### src/rtl/fp_minmax_pipe_if.sv
// rtl/fp_minmax_pipe_if.sv - operand/result handshake bundle for fp_minmax_pipe
interface fp_minmax_pipe_if #(
  parameter int EXP_W = 8,
  parameter int MAN_W = 23,
  parameter int TAG_W = 5
);
  localparam int W = 1 + EXP_W + MAN_W;

  logic             in_valid;
  logic             in_ready;
  logic [2:0]       op;
  logic [W-1:0]     input_a;
  logic [W-1:0]     input_b;
  logic [TAG_W-1:0] in_tag;

  logic             out_valid;
  logic             out_ready;
  logic [W-1:0]     output_z;
  logic [TAG_W-1:0] out_tag;
  logic             flag_nv;

  modport master (
    output in_valid, op, input_a, input_b, in_tag, out_ready,
    input  in_ready, out_valid, output_z, out_tag, flag_nv
  );

  modport slave (
    input  in_valid, op, input_a, input_b, in_tag, out_ready,
    output in_ready, out_valid, output_z, out_tag, flag_nv
  );
endinterface

### src/rtl/fp_minmax_pipe.sv
// rtl/fp_minmax_pipe.sv - pipelined IEEE-754 min/max unit (FP_MINMAX_CMP_EN adds FEQ/FLT/FLE)
module fp_minmax_pipe #(
  parameter int EXP_W = 8,
  parameter int MAN_W = 23,
  parameter int PIPE  = 2,
  parameter int TAG_W = 5
) (
  input  logic clk,
  input  logic rst_n,
  input  logic flush,
  fp_minmax_pipe_if.slave io
);
  localparam int W = 1 + EXP_W + MAN_W;
  localparam logic [W-1:0] CANON_NAN = {1'b0, {EXP_W{1'b1}}, 1'b1, {(MAN_W-1){1'b0}}};

  typedef struct packed {
    logic nan;
    logic snan;
    logic zero;
  } cls_t;

  function automatic cls_t classify(input logic [W-1:0] x);
    cls_t c;
    c.nan  = (&x[W-2:MAN_W]) && (|x[MAN_W-1:0]);
    c.snan = c.nan && !x[MAN_W-1];
    c.zero = ~|x[W-2:0];
    return c;
  endfunction

  // Sign-magnitude ordering; -0 sorts below +0 so MIN/MAX pick the right zero.
  function automatic logic lt_ord(input logic [W-1:0] a, input logic [W-1:0] b);
    logic r;
    if (a[W-1] != b[W-1]) r = a[W-1];
    else if (a[W-1])      r = a[W-2:0] > b[W-2:0];
    else                  r = a[W-2:0] < b[W-2:0];
    return r;
  endfunction

  // Operands as seen by the final (select) stage
  logic             f_valid;
  logic [W-1:0]     f_a, f_b;
  cls_t             f_ca, f_cb;
  logic [2:0]       f_op;
  logic [TAG_W-1:0] f_tag;

  logic             out_valid_q, out_valid_d;
  logic [W-1:0]     z_q;
  logic [TAG_W-1:0] tag_q;
  logic             nv_q;
  logic             adv_last;

  assign adv_last = !out_valid_q || io.out_ready;

  if (PIPE == 2) begin : g_two
    logic             s1_valid_q, s1_valid_d;
    logic [W-1:0]     s1_a_q, s1_b_q;
    cls_t             s1_ca_q, s1_cb_q;
    logic [2:0]       s1_op_q;
    logic [TAG_W-1:0] s1_tag_q;
    logic             s1_adv;

    assign s1_adv      = !s1_valid_q || adv_last;
    assign io.in_ready = s1_adv;

    // Stage-1 occupancy: flush wins, otherwise refill whenever the stage moves
    always_comb begin
      s1_valid_d = s1_valid_q;
      if (flush)       s1_valid_d = 1'b0;
      else if (s1_adv) s1_valid_d = io.in_valid;
    end

    // Stage 1: capture operands with their NaN/zero classification
    always_ff @(posedge clk or negedge rst_n) begin
      if (!rst_n) begin
        s1_valid_q <= 1'b0;
        s1_a_q     <= '0;
        s1_b_q     <= '0;
        s1_ca_q    <= '0;
        s1_cb_q    <= '0;
        s1_op_q    <= '0;
        s1_tag_q   <= '0;
      end else begin
        s1_valid_q <= s1_valid_d;
        if (s1_adv && io.in_valid) begin
          s1_a_q   <= io.input_a;
          s1_b_q   <= io.input_b;
          s1_ca_q  <= classify(io.input_a);
          s1_cb_q  <= classify(io.input_b);
          s1_op_q  <= io.op;
          s1_tag_q <= io.in_tag;
        end
      end
    end

    assign f_valid = s1_valid_q;
    assign f_a     = s1_a_q;
    assign f_b     = s1_b_q;
    assign f_ca    = s1_ca_q;
    assign f_cb    = s1_cb_q;
    assign f_op    = s1_op_q;
    assign f_tag   = s1_tag_q;
  end else begin : g_one
    assign io.in_ready = adv_last;
    assign f_valid     = io.in_valid;
    assign f_a         = io.input_a;
    assign f_b         = io.input_b;
    assign f_ca        = classify(io.input_a);
    assign f_cb        = classify(io.input_b);
    assign f_op        = io.op;
    assign f_tag       = io.in_tag;
  end

  logic [W-1:0] res_z;
  logic         res_nv;

`ifdef FP_MINMAX_CMP_EN
  logic any_nan, both_zero, eq_ieee, lt_ieee;
  assign any_nan   = f_ca.nan || f_cb.nan;
  assign both_zero = f_ca.zero && f_cb.zero;
  assign eq_ieee   = (f_a == f_b) || both_zero;
  assign lt_ieee   = lt_ord(f_a, f_b) && !both_zero;
`else
  logic unused_cmp;
  assign unused_cmp = ^{f_op[2:1], f_ca.zero, f_cb.zero};
`endif

  // Select/compare result for the operation in the final stage
  always_comb begin
    res_nv = f_ca.snan || f_cb.snan;
    if (f_ca.nan && f_cb.nan) res_z = CANON_NAN;
    else if (f_ca.nan)        res_z = f_b;
    else if (f_cb.nan)        res_z = f_a;
    else if (f_op[0])         res_z = lt_ord(f_a, f_b) ? f_b : f_a;
    else                      res_z = lt_ord(f_b, f_a) ? f_b : f_a;
`ifdef FP_MINMAX_CMP_EN
    case (f_op)
      3'b010: res_z = {{(W-1){1'b0}}, !any_nan && eq_ieee};
      3'b011: begin
        res_z  = {{(W-1){1'b0}}, !any_nan && lt_ieee};
        res_nv = any_nan;
      end
      3'b100: begin
        res_z  = {{(W-1){1'b0}}, !any_nan && (lt_ieee || eq_ieee)};
        res_nv = any_nan;
      end
      default: ;
    endcase
`endif
  end

  // Output occupancy: flush clears it regardless of out_ready
  always_comb begin
    out_valid_d = out_valid_q;
    if (flush)         out_valid_d = 1'b0;
    else if (adv_last) out_valid_d = f_valid;
  end

  // Output register: holds while stalled, reloads only with a live op
  always_ff @(posedge clk or negedge rst_n) begin
    if (!rst_n) begin
      out_valid_q <= 1'b0;
      z_q         <= '0;
      tag_q       <= '0;
      nv_q        <= 1'b0;
    end else begin
      out_valid_q <= out_valid_d;
      if (adv_last && f_valid) begin
        z_q   <= res_z;
        tag_q <= f_tag;
        nv_q  <= res_nv;
      end
    end
  end

  assign io.out_valid = out_valid_q;
  assign io.output_z  = z_q;
  assign io.out_tag   = tag_q;
  assign io.flag_nv   = nv_q;
endmodule

### src/flat_wrapper.sv
// flat-port wrapper written by rule: the top's interface ports become plain ports
module fp_minmax_pipe_flat 
#(
  parameter int EXP_W = 8,
  parameter int MAN_W = 23,
  parameter int PIPE  = 2,
  parameter int TAG_W = 5
)
  (clk, rst_n, flush, io_in_valid, io_op, io_input_a, io_input_b, io_in_tag, io_out_ready, io_in_ready, io_out_valid, io_output_z, io_out_tag, io_flag_nv);
  fp_minmax_pipe_if #(.EXP_W(EXP_W), .MAN_W(MAN_W), .TAG_W(TAG_W)) io_i ();
  input  logic clk;
  input  logic rst_n;
  input  logic flush;
  input wire logic [$bits(io_i.in_valid)-1:0] io_in_valid;
  input wire logic [$bits(io_i.op)-1:0] io_op;
  input wire logic [$bits(io_i.input_a)-1:0] io_input_a;
  input wire logic [$bits(io_i.input_b)-1:0] io_input_b;
  input wire logic [$bits(io_i.in_tag)-1:0] io_in_tag;
  input wire logic [$bits(io_i.out_ready)-1:0] io_out_ready;
  output wire logic [$bits(io_i.in_ready)-1:0] io_in_ready;
  output wire logic [$bits(io_i.out_valid)-1:0] io_out_valid;
  output wire logic [$bits(io_i.output_z)-1:0] io_output_z;
  output wire logic [$bits(io_i.out_tag)-1:0] io_out_tag;
  output wire logic [$bits(io_i.flag_nv)-1:0] io_flag_nv;
  assign io_i.in_valid = io_in_valid;
  assign io_i.op = io_op;
  assign io_i.input_a = io_input_a;
  assign io_i.input_b = io_input_b;
  assign io_i.in_tag = io_in_tag;
  assign io_i.out_ready = io_out_ready;
  assign io_in_ready = io_i.in_ready;
  assign io_out_valid = io_i.out_valid;
  assign io_output_z = io_i.output_z;
  assign io_out_tag = io_i.out_tag;
  assign io_flag_nv = io_i.flag_nv;
  fp_minmax_pipe #(.EXP_W(EXP_W), .MAN_W(MAN_W), .PIPE(PIPE), .TAG_W(TAG_W)) u_core (.clk(clk), .rst_n(rst_n), .flush(flush), .io(io_i));
endmodule
### config.mk
export PLATFORM = sky130hd
export DESIGN_NAME = fp_minmax_pipe_flat
export DESIGN_NICKNAME = d
export VERILOG_FILES = /design/src/rtl/fp_minmax_pipe_if.sv /design/src/rtl/fp_minmax_pipe.sv /design/src/flat_wrapper.sv
export SDC_FILE = /design/constraint.sdc
export NUM_CORES = 1
export LEC_CHECK = 0
export BUFFER_PORTS_ARGS = -buffer_cell sky130_fd_sc_hd__buf_2
export CORE_ASPECT_RATIO = 1.4
export CORE_MARGIN = 2
export CORE_UTILIZATION = 50
export DETAILED_ROUTE_END_ITERATION = 7
export MAX_ROUTING_LAYER = met4
export PLACE_DENSITY = 0.7
export SLEW_MARGIN = 10
export SYNTH_ARGS = -nofsm -noshare
export SYNTH_HDL_FRONTEND = slang
export SYNTH_SLANG_ARGS = --single-unit
### constraint.sdc
create_clock -name clk -period 3.8 [get_ports clk]
set_input_delay 0.57 -clock clk [delete_from_list [all_inputs] [get_ports clk]]
set_output_delay 0.57 -clock clk [all_outputs]
set_load 0.02 [all_outputs]
# Word level (Yosys, flattened, before mapping)
# Index checks and enable logic that the tools add are counted.
# W data, S select, Z words.
[classes] order_cmp=4 eq_ne=2 n_mux=22 n_reduce_logical=20
[op_table] operator="$mux W32" n=6
[op_table] operator="$gt A31 B31 Y1" n=2
[op_table] operator="$lt A31 B31 Y1" n=2
[op_table] operator="$reduce_or A23 Y1" n=2
[op_table] operator="$mux W1" n=16
[op_table] operator="$reduce_and A8 Y1" n=2
[op_table] operator="$logic_and A1 B1 Y1" n=7
[op_table] operator="$logic_not A1 Y1" n=4
[op_table] operator="$reduce_bool A2 Y1" n=2
[op_table] operator="$logic_or A1 B1 Y1" n=3
[op_table] operator="$ne A1 B1 Y1" n=2
[totals] regBits=114 input_bits=77 out_inout_bits=40 wordCells=61

# Logic depth before layout (Yosys ltp)
# Gate-level depths: netlist (run 1).
[depth] word_depth=12 mapped_depth=11

# Worst setup path after synthesis (run 1)
# Ideal clock, no wire load.
[synth_timing] path_kind="register to register" start="reg u_core.g_two.s1_b_q[4], in the netlist u_core.f_b[4]" end="reg u_core.z_q[10], in the netlist u_core.io.output_z[10]" setup_time_ns=0.150 arrival_time_ns=2.487 required_time_ns=3.650 slack_ns=1.163 stages_incl_launch_ff=12 path_buffers=1 cell_sequence="dfrtp_1 -> inv_1 -> ha_1 -> a211oi_2 -> nor2_1 -> o31a_1 -> o41a_4 -> a2bb2oi_2 -> a221oi_2 -> or2_4 -> buf_6 -> o311ai_2"
[synth_between] elab_chain_cells=12
[synth_lines] element="start, declared" line_no="fp_minmax_pipe.sv:56" source="logic [W-1:0] s1_a_q, s1_b_q;"
[synth_lines] element="start signal, assigned" line_no="fp_minmax_pipe.sv:86" source="s1_b_q <= io.input_b;"
[synth_lines] element="$lt A31 B31 Y1 or $gt A31 B31 Y1 (tied branches)" line_no="fp_minmax_pipe.sv:35, fp_minmax_pipe.sv:34"
[synth_lines] element="$mux W1" line_no="fp_minmax_pipe.sv:34" source="else if (a[W-1]) r = a[W-2:0] > b[W-2:0];"
[synth_lines] element="$mux W1" line_no="fp_minmax_pipe.sv:33" source="if (a[W-1] != b[W-1]) r = a[W-1];"
[synth_lines] element="$mux W1" line_no="fp_minmax_pipe.sv:133" source="else if (f_op[0]) res_z = lt_ord(f_a, f_b) ? f_b : f_a;"
[synth_lines] element="$mux W1" line_no="fp_minmax_pipe.sv:132" source="else if (f_cb.nan) res_z = f_a;"
[synth_lines] element="$mux W1" line_no="fp_minmax_pipe.sv:131" source="else if (f_ca.nan) res_z = f_b;"
[synth_lines] element="$mux W1" line_no="fp_minmax_pipe.sv:130" source="if (f_ca.nan && f_cb.nan) res_z = CANON_NAN;"
[synth_lines] element="$mux W32, on equally long branches" line_no="fp_minmax_pipe.sv:134, fp_minmax_pipe.sv:133"
[synth_lines] element="$mux W32 (*)" line_no="fp_minmax_pipe.sv:133"
[synth_lines] element="$mux W32 (*)" line_no="fp_minmax_pipe.sv:132"
[synth_lines] element="$mux W32 (*)" line_no="fp_minmax_pipe.sv:131"
[synth_lines] element="$mux W32 (*)" line_no="fp_minmax_pipe.sv:130"
[synth_lines] element="end signal, assigned" line_no="fp_minmax_pipe.sv:168" source="z_q <= res_z;"
[synth_lines] element="end, declared" line_no="fp_minmax_pipe.sv:47" source="logic [W-1:0] z_q;"
# Every way passes the cells marked *; elsewhere a longest branch is shown, timed or not. The select of a mux whose other input is x is not followed.
# A chain may end at the register's enable or synchronous reset.

# Worst setup path in the final report (run 1)
[layout_timing] start="reg u_core.g_two.s1_b_q[28], in the netlist u_core.f_b[28]" end="reg u_core.z_q[29], in the netlist u_core.io.output_z[29]"
# The elaborated chain is that of the path after synthesis.

==> results of run 1 <==
-- layout make-up --
| type | count | area share [%] |
|---|---|---|
| Tap cell | 150 | 2.435 |
| Clock inverter | 13 | 2.387 |
| Sequential cell | 114 | 37.02 |
| Multi-Input combinational cell | 388 | 40.80 |
| Clock buffer | 19 | 5.748 |
| Inverter | 57 | 2.776 |
| Timing Repair Buffer | 125 | 8.833 |
-- metal layers --
layer,share of wire (%),vias up,global-route usage (%)
met3,6.8,52,4.515
met5,0,-,-
met1,38,2627,30.50
met4,4.0,0,13.62
met2,51,243,45.38
li1,-,2438,-
-- how the worst max path moves through the flow --
| stage | to | slack (ns) | cells after the start |
|---|---|---|---|
| after CTS | u_core.io.output_z[29] | 0.71 | 10 |
| after global placement | u_core.io.output_z[27] | 0.83 | 10 |
| after global routing | u_core.io.output_z[29] | 0.50 | 10 |
| final | u_core.io.output_z[29] | 0.69 | 10 |
| after detailed placement | u_core.io.output_z[29] | 0.76 | 10 |
| after floorplan | u_core.io.output_z[10] | 1.16 | 11 |
-- per-stage QoR --
stage	hold slack (ns)	std cells	worst slack, ns	utilization (%)
floorplan	0.2744	601	1.163	-
global placement	0.4462	834	0.8323	57.22
detailed placement	0.4563	834	0.7634	57.22
CTS	0.3063	866	0.7091	62.29
global route	0.3251	866	0.5045	62.29
finish	0.2687	866	0.6912	62.29
-- power breakdown --
part | switching, mW | leakage, nW | total, mW | internal, mW
sequential | 0.158 | 1.37 | 1.57 | 1.41
combinational | 0.616 | 1.90 | 1.04 | 0.420
clock | 0.576 | 0.299 | 1.69 | 1.11
total | 1.35 | 3.58 | 4.30 | 2.95
-- sequential cells by signal, indices dropped and copies added (netlist names) --
signal               flops
u_core.io.out_tag        5
u_core.io.out_valid      1
u_core.f_a              32
u_core.f_b              32
u_core.io.flag_nv        1
u_core.f_tag             5
u_core.io.output_z      32
u_core.f_op              1
u_core.f_ca              2
u_core.f_cb              2
u_core.f_valid           1
-- Yosys cell counts, types with 3 or more instances --
library cell,count
sky130_fd_sc_hd__o22ai_1,31
sky130_fd_sc_hd__dfrtp_1,114
sky130_fd_sc_hd__nand2_1,63
sky130_fd_sc_hd__nand3_1,3
sky130_fd_sc_hd__mux2_2,70
sky130_fd_sc_hd__nor3_1,4
sky130_fd_sc_hd__inv_1,56
sky130_fd_sc_hd__nor2_1,18
sky130_fd_sc_hd__ha_1,33
sky130_fd_sc_hd__a22oi_1,22
sky130_fd_sc_hd__a21oi_1,12
sky130_fd_sc_hd__buf_6,3
sky130_fd_sc_hd__nand2b_1,3
sky130_fd_sc_hd__o221ai_1,9
sky130_fd_sc_hd__nand4_1,10
sky130_fd_sc_hd__clkbuf_1,34
sky130_fd_sc_hd__o21ai_0,19
sky130_fd_sc_hd__buf_2,4
sky130_fd_sc_hd__nor4_1,11
sky130_fd_sc_hd__o311ai_2,21
sky130_fd_sc_hd__o211ai_1,32
-- logic make-up (layout without fill, tap and decap cells) --
group           after synthesis  count (layout)  share of synthesized area (%)
fa+ha+maj                    33              33                          6.467
mux                          71              71                          12.50
compound gates              162             162                          20.93
buf+inv                      99             214                          6.251
flops                       114             114                          44.68
simple gates                122             122                          9.171
==> reports/results.tsv, run 1 <==
stage	metric	value	unit
drt	via density per instance	6.189	
synth	fraction of the yosys area taken by sequential cells	44.68	%
finish	total of fill cells in the finished design	998	
run	max-cap viol count	0	
finish	most common cell after layout, fill and taps aside	sky130_fd_sc_hd__dfrtp_1	
finish	number of antenna cells inserted	0	
finish	most used cells in the layout excluding fill and tap cells	sky130_fd_sc_hd__dfrtp_1 (114), sky130_fd_sc_hd__buf_2 (113), sky130_fd_sc_hd__mux2_2 (70), sky130_fd_sc_hd__nand2_1 (62), sky130_fd_sc_hd__inv_1 (56)	
synth	number of distinct standard cells referenced by the synthesized netlist	44	
floorplanning	Chip Width	99.51	um
clock_network	number of buffers inserted by hold repair at cts	0	
critical_path	combined buffer and inverter count along the critical path	1	
place	dpl hpwl	11290	um
timing	Slew HR	41.90	%
drt	first-iteration detailed-routing DRC count	306	
drt	number of vias in the routed layout	5360	
finish	final instance area	7706	um^2
timing	post-layout minimum cycle time	3.109	ns
drt	detailed-routing iteration count for the pre-antenna-repair pass	5	
clock_network	root buf cell	sky130_fd_sc_hd__clkbuf_16	
floorplanning	placeable core region	12370	um^2
critical_path	startpoint of the most critical setup path	u_core.f_b[28]	
clock_network	TritonCTS buffer count	17	
finish	Final #Nets	813	
critical_path	CP Data Required Time	4.06	ns
power	peak ir drop on the vdd network	0.0003523	V
power	post-layout power	4.296	mW
critical_path	worst-case reg-to-reg path depth	10	
synth	most instantiated flip-flop cell in the synthesis netlist	sky130_fd_sc_hd__dfrtp_1	
place	I/O Buffers	114	
global_routing	Total GRT Usage	26.75	%
timing	Final period util	81.81	%
timing	transition time at the pin with the least slew margin	0.8715	ns
global_routing	maximum number of pins on one net before global-route repair	77	
clock_network	depth of the CTS H-tree	4	
clock_network	insertion delay of the later-clocked pin in the worst-skew pair	0.42	ns
critical_path	CP Class	flip-flop to flip-flop	
min_path	kind of path behind the tightest hold check	primary input to asynchronous set/reset pin	
critical_path	worst stage delay on the critical path	0.56	ns
floorplanning	area enclosed by the die boundary	13700	um^2
critical_path	capturing element type of the critical path	flip-flop	
place	Routability Congestion	0.8312	
synth	synthesized instance count	601	
drt	ANT nets after route	0	
critical_path	capture point of the worst reg-to-reg path	u_core.io.output_z[29]	
floorplanning	Boundary Pins	117	
timing	final hold violation count	0	
power	ratio of total power to cell area	557.5	nW/um^2
timing	Finish-stage setup viols	0	
critical_path	cell-by-cell listing of the critical path	inv_1, ha_1, and3_1, nand4_2, nor4_4, o41a_4, o21bai_1, a221oi_2, or2_4, o211ai_1	
clock_network	clock-pin slew on the worst setup and hold paths	0.05	ns
power	leakage power	3.576	nW
clock_network	Resize count post-CTS	0	
critical_path	arrival time worst endpoint	3.37	ns
global_routing	final global-route overflow total	0	
floorplanning	starting density of the core	51.61	%
critical_path	launch instance of the worst register-to-register path	u_core.f_b[28]	
timing	setup repair after global routing missed its margin	false	
finish	area occupied by multi-input gates	3144	um^2
timing	count of final max-slew check failures	0	
clock_network	CTS tree	done	
clock_network	number of clock sinks	114	
timing	worst setup skew after layout	0.008256	ns
critical_path	r2r setup slk	0.69	ns
critical_path	CP max-delay cell	sky130_fd_sc_hd__or2_4	
critical_path	Max FO, Critical Path	31	
timing	max frequency	0.3217	GHz
critical_path	top cell family by delay on the critical path	simple AND/OR/NAND/NOR gates	
synth	number of flip-flops and latches in the synthesized netlist	114	
status	status	completed	
synth	share of synthesized registers carrying an async set or reset	100.0	%
drt	drc violations	0	
synth	count of flip-flops with a built-in enable after synthesis	0	
global_routing	number of global-route vias before repair	5556	
drt	Wirelength per Cell	19.70	um
global_routing	initial antenna violation count	0	
synth	number of warnings printed during yosys synthesis	0	
place	Post-DP Area	7079	um^2
global_routing	global-route wire length before repair	27610	um
synth	net count of the mapped netlist	711	
synth	top area cells in the synthesized netlist	sky130_fd_sc_hd__dfrtp_1 (45%), sky130_fd_sc_hd__mux2_2 (12%), sky130_fd_sc_hd__ha_1 (6.5%)	
finish	Sequential cell area	2853	um^2
floorplanning	number of rows in the core area	48	
finish	layout cells sized above 1	36.31	%
timing	total negative slack for setup checks	0	ns
drt	drt total wl	17060	um
critical_path	Setup crit start kind	flip-flop	
synth	cell taking the most area after synthesis	sky130_fd_sc_hd__dfrtp_1	
floorplanning	height of the die	137.7	um
synth	portion of synthesized cell area occupied by the leading cell type	44.68	%
clock_network	number of buffers inserted to repair setup after CTS	0	
synth	average instance area after synthesis	10.62	um^2
clock_network	Max Root-Sink Buffers	2	
synth	Post-Syn Area	6385	um^2
finish	Area Growth Syn to Fin	20.69	%
(Power assumes the default switching activity.)
==> run 2: changes to the inputs <==
==> constraint.sdc (replaced) <==
create_clock -name clk -period 3.1 [get_ports clk]
set_input_delay 0.465 -clock clk [delete_from_list [all_inputs] [get_ports clk]]
set_output_delay 0.465 -clock clk [all_outputs]
set_load 0.02 [all_outputs]
==> reports/results.tsv, run 2 (same netlist as run 1, synthesis figures left out) <==
stage	metric	value	unit	change
power	reported net switching power	1.667	mW	+23%
timing	worst setup skew after layout	0.008457	ns	+0.0002010 ns
drt	via density per instance	6.201		+0.18%
finish	layout cells sized above 1	37.41	%	+1.1 points
clock_network	CTS tree	done		
drt	Wirelength per Cell	19.84	um	+0.72%
finish	area occupied by multi-input gates	3171	um^2	+0.84%
place	Post-DP Area	7172	um^2	+1.3%
critical_path	capturing element type of the critical path	flip-flop		
finish	Final #Nets	824		+1.4%
drt	number of vias in the routed layout	5438		+1.5%
global_routing	Total GRT Usage	26.32	%	-0.43 points
power	ratio of total power to cell area	685.5	nW/um^2	+23%
drt	first-iteration detailed-routing DRC count	418		+37%
drt	drt total wl	17400	um	+2.0%
power	Combinational Power Share	24.7	%	+0.6 points
place	I/O Buffers	114		unchanged
clock_network	clock-pin slew on the worst setup and hold paths	0.06	ns	about the same
clock_network	insertion delay of the later-clocked pin in the worst-skew pair	0.41	ns	about the same
timing	total negative slack for setup checks	0	ns	unchanged
clock_network	depth of the CTS H-tree	4		unchanged
drt	detailed-routing iteration count for the pre-antenna-repair pass	6		+1
timing	Final period util	95.09	%	+13 points
floorplanning	area enclosed by the die boundary	13700	um^2	unchanged
timing	transition time at the pin with the least slew margin	0.6665	ns	-0.2050 ns
clock_network	number of buffers inserted by hold repair at cts	0		unchanged
clock_network	Max Root-Sink Buffers	2		unchanged
critical_path	worst stage delay on the critical path	0.40	ns	-0.16 ns
drt	ANT nets after route	0		unchanged
timing	count of final max-slew check failures	0		unchanged
status	status	completed		
floorplanning	height of the die	137.7	um	unchanged
drt	drc violations	0		unchanged
global_routing	number of global-route vias before repair	5365		-3.4%
critical_path	Critical Path Most Common Cell	sky130_fd_sc_hd__a21oi_1		
run	max-cap viol count	0		unchanged
power	power share of the sequential group	35.7	%	-0.9 points
global_routing	maximum number of pins on one net before global-route repair	71		-7.8%
clock_network	TritonCTS buffer count	17		unchanged
power	leakage power	3.648	nW	+2.0%
place	Routability Congestion	0.8593		+3.4%
min_path	kind of path behind the tightest hold check	primary input to asynchronous set/reset pin		
timing	Finish-stage setup viols	0		unchanged
timing	final hold violation count	0		unchanged
finish	Area Growth Syn to Fin	23.40	%	
finish	Sequential cell area	2853	um^2	unchanged
timing	max frequency	0.3392	GHz	+5.5%
critical_path	Setup crit start kind	flip-flop		
floorplanning	placeable core region	12370	um^2	unchanged
finish	final instance area	7879	um^2	+2.2%
power	clock network power share	39.6	%	+0.3 points
global_routing	final global-route overflow total	0		unchanged
critical_path	CP Class	flip-flop to flip-flop		
critical_path	arrival time worst endpoint	3.21	ns	-0.16 ns
clock_network	root buf cell	sky130_fd_sc_hd__clkbuf_16		
timing	post-layout minimum cycle time	2.948	ns	-0.1610 ns
global_routing	initial antenna violation count	0		unchanged
critical_path	combined buffer and inverter count along the critical path	2		+1
timing	setup repair after global routing missed its margin	false		
critical_path	Max FO, Critical Path	15		-52%
finish	most common cell after layout, fill and taps aside	sky130_fd_sc_hd__dfrtp_1		
floorplanning	starting density of the core	51.61	%	unchanged
power	Int Power	3.735	mW	+27%
critical_path	top cell family by delay on the critical path	compound AO/OA/AOI/OAI gates		
floorplanning	Boundary Pins	117		unchanged
global_routing	global-route wire length before repair	27330	um	-1.0%
power	peak ir drop on the vdd network	0.0003277	V	-7.0%
critical_path	cell-by-cell listing of the critical path	inv_1, ha_1, a21oi_1, a21oi_1, o31a_1, o41a_4, a2bb2oi_4, a221oi_4, or2_4, buf_8, o311ai_2		
timing	Slew HR	55.36	%	+13 points
clock_network	number of clock sinks	114		unchanged
finish	most used cells in the layout excluding fill and tap cells	sky130_fd_sc_hd__dfrtp_1 (114), sky130_fd_sc_hd__buf_2 (113), sky130_fd_sc_hd__mux2_2 (70), sky130_fd_sc_hd__nand2_1 (62), sky130_fd_sc_hd__inv_1 (56)		
floorplanning	number of rows in the core area	48		unchanged
power	switching portion of total power	30.86	%	-0.59 points
finish	number of antenna cells inserted	0		unchanged
critical_path	CP Data Required Time	3.37	ns	-0.69 ns
place	dpl hpwl	11660	um	+3.3%
critical_path	CP max-delay cell	sky130_fd_sc_hd__o41a_4		
floorplanning	Chip Width	99.51	um	unchanged
finish	total of fill cells in the finished design	1020		+2.2%
-- run 2: cell count changes in the layout (fill, tap and decap cells not counted), moves of 2 or more --
cell / change
sky130_fd_sc_hd__buf_12: +2
sky130_fd_sc_hd__buf_4: +7
sky130_fd_sc_hd__clkinv_2: -2
sky130_fd_sc_hd__clkinvlp_4: +3
-- run 2: metrics by stage --
| stage | setup slack (ns) | total power [mW] | hold slack [ns] | instances | utilization (%) |
|---|---|---|---|---|---|
| CTS | 0.1007 | 5.376 | 0.06190 | 875 | 63.24 |
| detailed placement | 0.1376 | 3.231 | 0.4536 | 843 | 57.97 |
| floorplan | 0.4630 | 2.776 | 0.1694 | 601 | - |
| global placement | 0.1613 | 3.189 | 0.4450 | 843 | 57.97 |
| finish | 0.1522 | 5.401 | 0.03950 | 877 | 63.68 |
| global route | 0.003943 | 5.639 | 0.08305 | 877 | 63.68 |
-- run 2: worst paths after layout --
kind / startpoint / end / slack [ns] / depth (start not counted)
min in group clk: flush / u_core.io.out_valid / 0.22 / 2
hold reg to reg: u_core.f_tag[4] / u_core.io.out_tag[4] / 0.46 / 2
hold / removal: rst_n / u_core.f_b[25] / 0.04 / 1
setup / recovery: u_core.f_b[2] / u_core.io.output_z[5] / 0.15 / 11
setup reg to reg: u_core.f_b[2] / u_core.io.output_z[5] / 0.15 / 11
max in group asynchronous: rst_n / u_core.f_b[8] / 2.28 / 2
-- run 2: final cells by class --
| type | instances | area share, % |
|---|---|---|
| clock buffers | 19 | 5.622 |
| clock inverters | 13 | 2.652 |
| inverters | 57 | 2.716 |
| multi-input cells | 388 | 40.24 |
| flip-flops and latches | 114 | 36.21 |
| well taps | 150 | 2.382 |
| repair buffers | 136 | 10.18 |
-- run 2: repair_timing --
action                                 CTS  global route
buffers inserted                         0             1
resized for setup                        0             8
endpoints found under the hold margin    0             0
setup endpoints to repair                0            31
-- run 2: per-layer routing --
metal / global-route usage (%) / part of all wire [%] / vias up
li1: - / - / 2453
met1: 31.63 / 40 / 2696
met2: 45.01 / 52 / 242
met3: 4.110 / 6.6 / 47
met4: 9.513 / 2.3 / 0
met5: - / 0 / -
-- run 2: power groups by stage --
stage | Combinational, mW | Sequential [mW] | Clock, mW
after floorplan | 0.705 | 2.07 | 0
after global placement | 1.25 | 1.93 | 0
after detailed placement | 1.29 | 1.94 | 0
after CTS | 1.30 | 1.92 | 2.15
after global routing | 1.45 | 1.95 | 2.23
final | 1.33 | 1.93 | 2.14
==> run 3: changes to the inputs <==
--- a/config.mk
+++ b/config.mk
@@ -7,7 +7,6 @@
 export LEC_CHECK = 0
 export BUFFER_PORTS_ARGS = -buffer_cell sky130_fd_sc_hd__buf_2
 export CORE_ASPECT_RATIO = 1.4
-export CORE_MARGIN = 2
 export CORE_UTILIZATION = 50
 export DETAILED_ROUTE_END_ITERATION = 7
 export MAX_ROUTING_LAYER = met4
==> reports/results.tsv, run 3 (same netlist as run 1, synthesis figures left out) <==
stage	metric	value	unit	change
drt	first-iteration detailed-routing DRC count	353		-16%
critical_path	startpoint of the most critical setup path	u_core.f_b[2]		
floorplanning	height of the die	135.7	um	-1.5%
global_routing	Total GRT Usage	27.73	%	+1.4 points
clock_network	TritonCTS buffer count	17		unchanged
critical_path	r2r setup slk	0.14	ns	about the same
floorplanning	area enclosed by the die boundary	13230	um^2	-3.4%
clock_network	Max Root-Sink Buffers	2		unchanged
power	ratio of total power to cell area	694.2	nW/um^2	+1.3%
timing	max frequency	0.3379	GHz	-0.39%
finish	Final #Nets	817		-0.85%
global_routing	global-route wire length before repair	28060	um	+2.7%
power	switching portion of total power	30.01	%	-0.85 points
critical_path	worst-case reg-to-reg path depth	11		unchanged
floorplanning	number of rows in the core area	48		unchanged
min_path	kind of path behind the tightest hold check	primary input to asynchronous set/reset pin		
global_routing	number of global-route vias before repair	5654		+5.4%
floorplanning	Boundary Pins	117		unchanged
timing	final hold violation count	0		unchanged
timing	count of final max-slew check failures	0		unchanged
critical_path	launch instance of the worst register-to-register path	u_core.f_b[2]		
finish	final core utilization	63.08	%	-0.61 points
timing	post-layout minimum cycle time	2.959	ns	+0.01143 ns
critical_path	Setup crit start kind	flip-flop		
timing	setup repair after global routing missed its margin	false		
power	post-layout power	5.417	mW	+0.30%
clock_network	root buf cell	sky130_fd_sc_hd__clkbuf_16		
timing	total negative slack for setup checks	0	ns	unchanged
floorplanning	Chip Width	97.51	um	-2.0%
drt	drt total wl	16980	um	-2.4%
timing	Final period util	95.46	%	+0.37 points
drt	ANT nets after route	0		unchanged
drt	Wirelength per Cell	19.51	um	-1.7%
power	power share of the sequential group	35.5	%	-0.2 points
power	peak ir drop on the vdd network	0.0003311	V	+1.1%
finish	most common cell after layout, fill and taps aside	sky130_fd_sc_hd__dfrtp_1		
critical_path	CP Data Required Time	3.37	ns	about the same
finish	Area Growth Syn to Fin	22.22	%	
critical_path	Max FO, Critical Path	13		-2
clock_network	CTS tree	done		
critical_path	CP Class	flip-flop to flip-flop		
place	post-placement setup slack	0.1177	ns	-0.01982 ns
power	leakage power	3.629	nW	-0.52%
floorplanning	placeable core region	12370	um^2	unchanged
finish	total of fill cells in the finished design	1016		-0.39%
place	I/O Buffers	114		unchanged
place	Routability Congestion	0.8606		+0.15%
timing	crit path setup slack, layout	0.1408	ns	-0.01143 ns
critical_path	arrival time worst endpoint	3.23	ns	+0.02 ns
finish	Sequential cell area	2853	um^2	unchanged
clock_network	depth of the CTS H-tree	4		unchanged
drt	drc violations	0		unchanged
clock_network	number of buffers inserted to repair setup after CTS	0		unchanged
clock_network	clock-pin slew on the worst setup and hold paths	0.05	ns	about the same
critical_path	capturing element type of the critical path	flip-flop		
run	max-cap viol count	0		unchanged
timing	transition time at the pin with the least slew margin	0.7107	ns	+0.04416 ns
finish	area occupied by multi-input gates	3152	um^2	-0.59%
global_routing	initial antenna violation count	0		unchanged
clock_network	insertion delay of the later-clocked pin in the worst-skew pair	0.42	ns	about the same
place	dpl hpwl	11550	um	-0.96%
critical_path	capture point of the worst reg-to-reg path	u_core.io.output_z[8]		
timing	Finish-stage setup viols	0		unchanged
status	status	completed		
power	Int Power	3.792	mW	+1.5%
drt	via density per instance	6.139		-0.99%
clock_network	number of buffers inserted by hold repair at cts	0		unchanged
power	clock network power share	40.4	%	+0.8 points
finish	layout cells sized above 1	36.53	%	-0.89 points
timing	worst setup skew after layout	0.01071	ns	+0.002253 ns
finish	most used cells in the layout excluding fill and tap cells	sky130_fd_sc_hd__dfrtp_1 (114), sky130_fd_sc_hd__buf_2 (113), sky130_fd_sc_hd__mux2_2 (70), sky130_fd_sc_hd__nand2_1 (62), sky130_fd_sc_hd__inv_1 (56)		
global_routing	final global-route overflow total	0		unchanged
drt	number of vias in the routed layout	5341		-1.8%
power	Combinational Power Share	24.0	%	-0.7 points
global_routing	maximum number of pins on one net before global-route repair	77		+8.5%
clock_network	number of clock sinks	114		unchanged
floorplanning	starting density of the core	51.61	%	unchanged
timing	worst hold margin	0.1086	ns	+0.06915 ns
finish	number of antenna cells inserted	0		unchanged
timing	Slew HR	52.62	%	-2.7 points
power	reported net switching power	1.626	mW	-2.4%
drt	detailed-routing iteration count for the pre-antenna-repair pass	5		-1
run 3: stage by stage:
stage | cells | cell area (um^2)
finish | 870 | 7804
global route | 870 | 7804
CTS | 870 | 7792
detailed placement | 838 | 7134
global placement | 838 | 7134
floorplan | 601 | 6385
run 3: worst max path at each step:
stage / slack, ns / to / depth (start not counted)
floorplan: 0.46 / u_core.io.output_z[10] / 11
global placement: 0.18 / u_core.io.output_z[0] / 11
detailed placement: 0.12 / u_core.io.output_z[7] / 11
CTS: 0.08 / u_core.io.output_z[7] / 11
global route: 0.008 / u_core.io.output_z[2] / 11
finish: 0.14 / u_core.io.output_z[8] / 11
run 3: what timing repair did:
action                     CTS  global route
gates resized for setup      0             2
setup endpoints to repair    0            28
hold endpoints to repair     0             0
run 3: critical path, cell delays in order (launching register included):
cell and delay [ns]:
sky130_fd_sc_hd__dfrtp_1 0.39, sky130_fd_sc_hd__inv_1 0.09, sky130_fd_sc_hd__ha_1 0.33, sky130_fd_sc_hd__a21oi_1 0.17, sky130_fd_sc_hd__a21oi_1 0.09, sky130_fd_sc_hd__o31a_1 0.29
sky130_fd_sc_hd__o41a_4 0.38, sky130_fd_sc_hd__a2bb2oi_2 0.16, sky130_fd_sc_hd__a221oi_2 0.34, sky130_fd_sc_hd__or2_4 0.20, sky130_fd_sc_hd__buf_4 0.26, sky130_fd_sc_hd__o311ai_2 0.13
run 3: metal layers:
metal,up-vias,track usage [%],wire [um]
li1,2444,-,-
met1,2599,32.45,6658
met2,247,45.53,8600
met3,51,5.212,1082
met4,0,14.46,634
met5,-,-,0
run 3: power by group through the flow:
stage	sequential (mW)	combinational, mW	clock, mW
global route	1.95	1.43	2.27
floorplan	2.07	0.705	0
detailed placement	1.94	1.29	0
finish	1.92	1.30	2.19
CTS	1.92	1.30	2.21
global placement	1.93	1.25	0
run 3: cell type report:
type,count,share of cell area [%]
timing repair buffer,129,9.476
clock buffer,21,5.772
multi-input combinational,388,40.39
sequential,114,36.56
tap,150,2.405
inverter,57,2.742
clock inverter,11,2.662
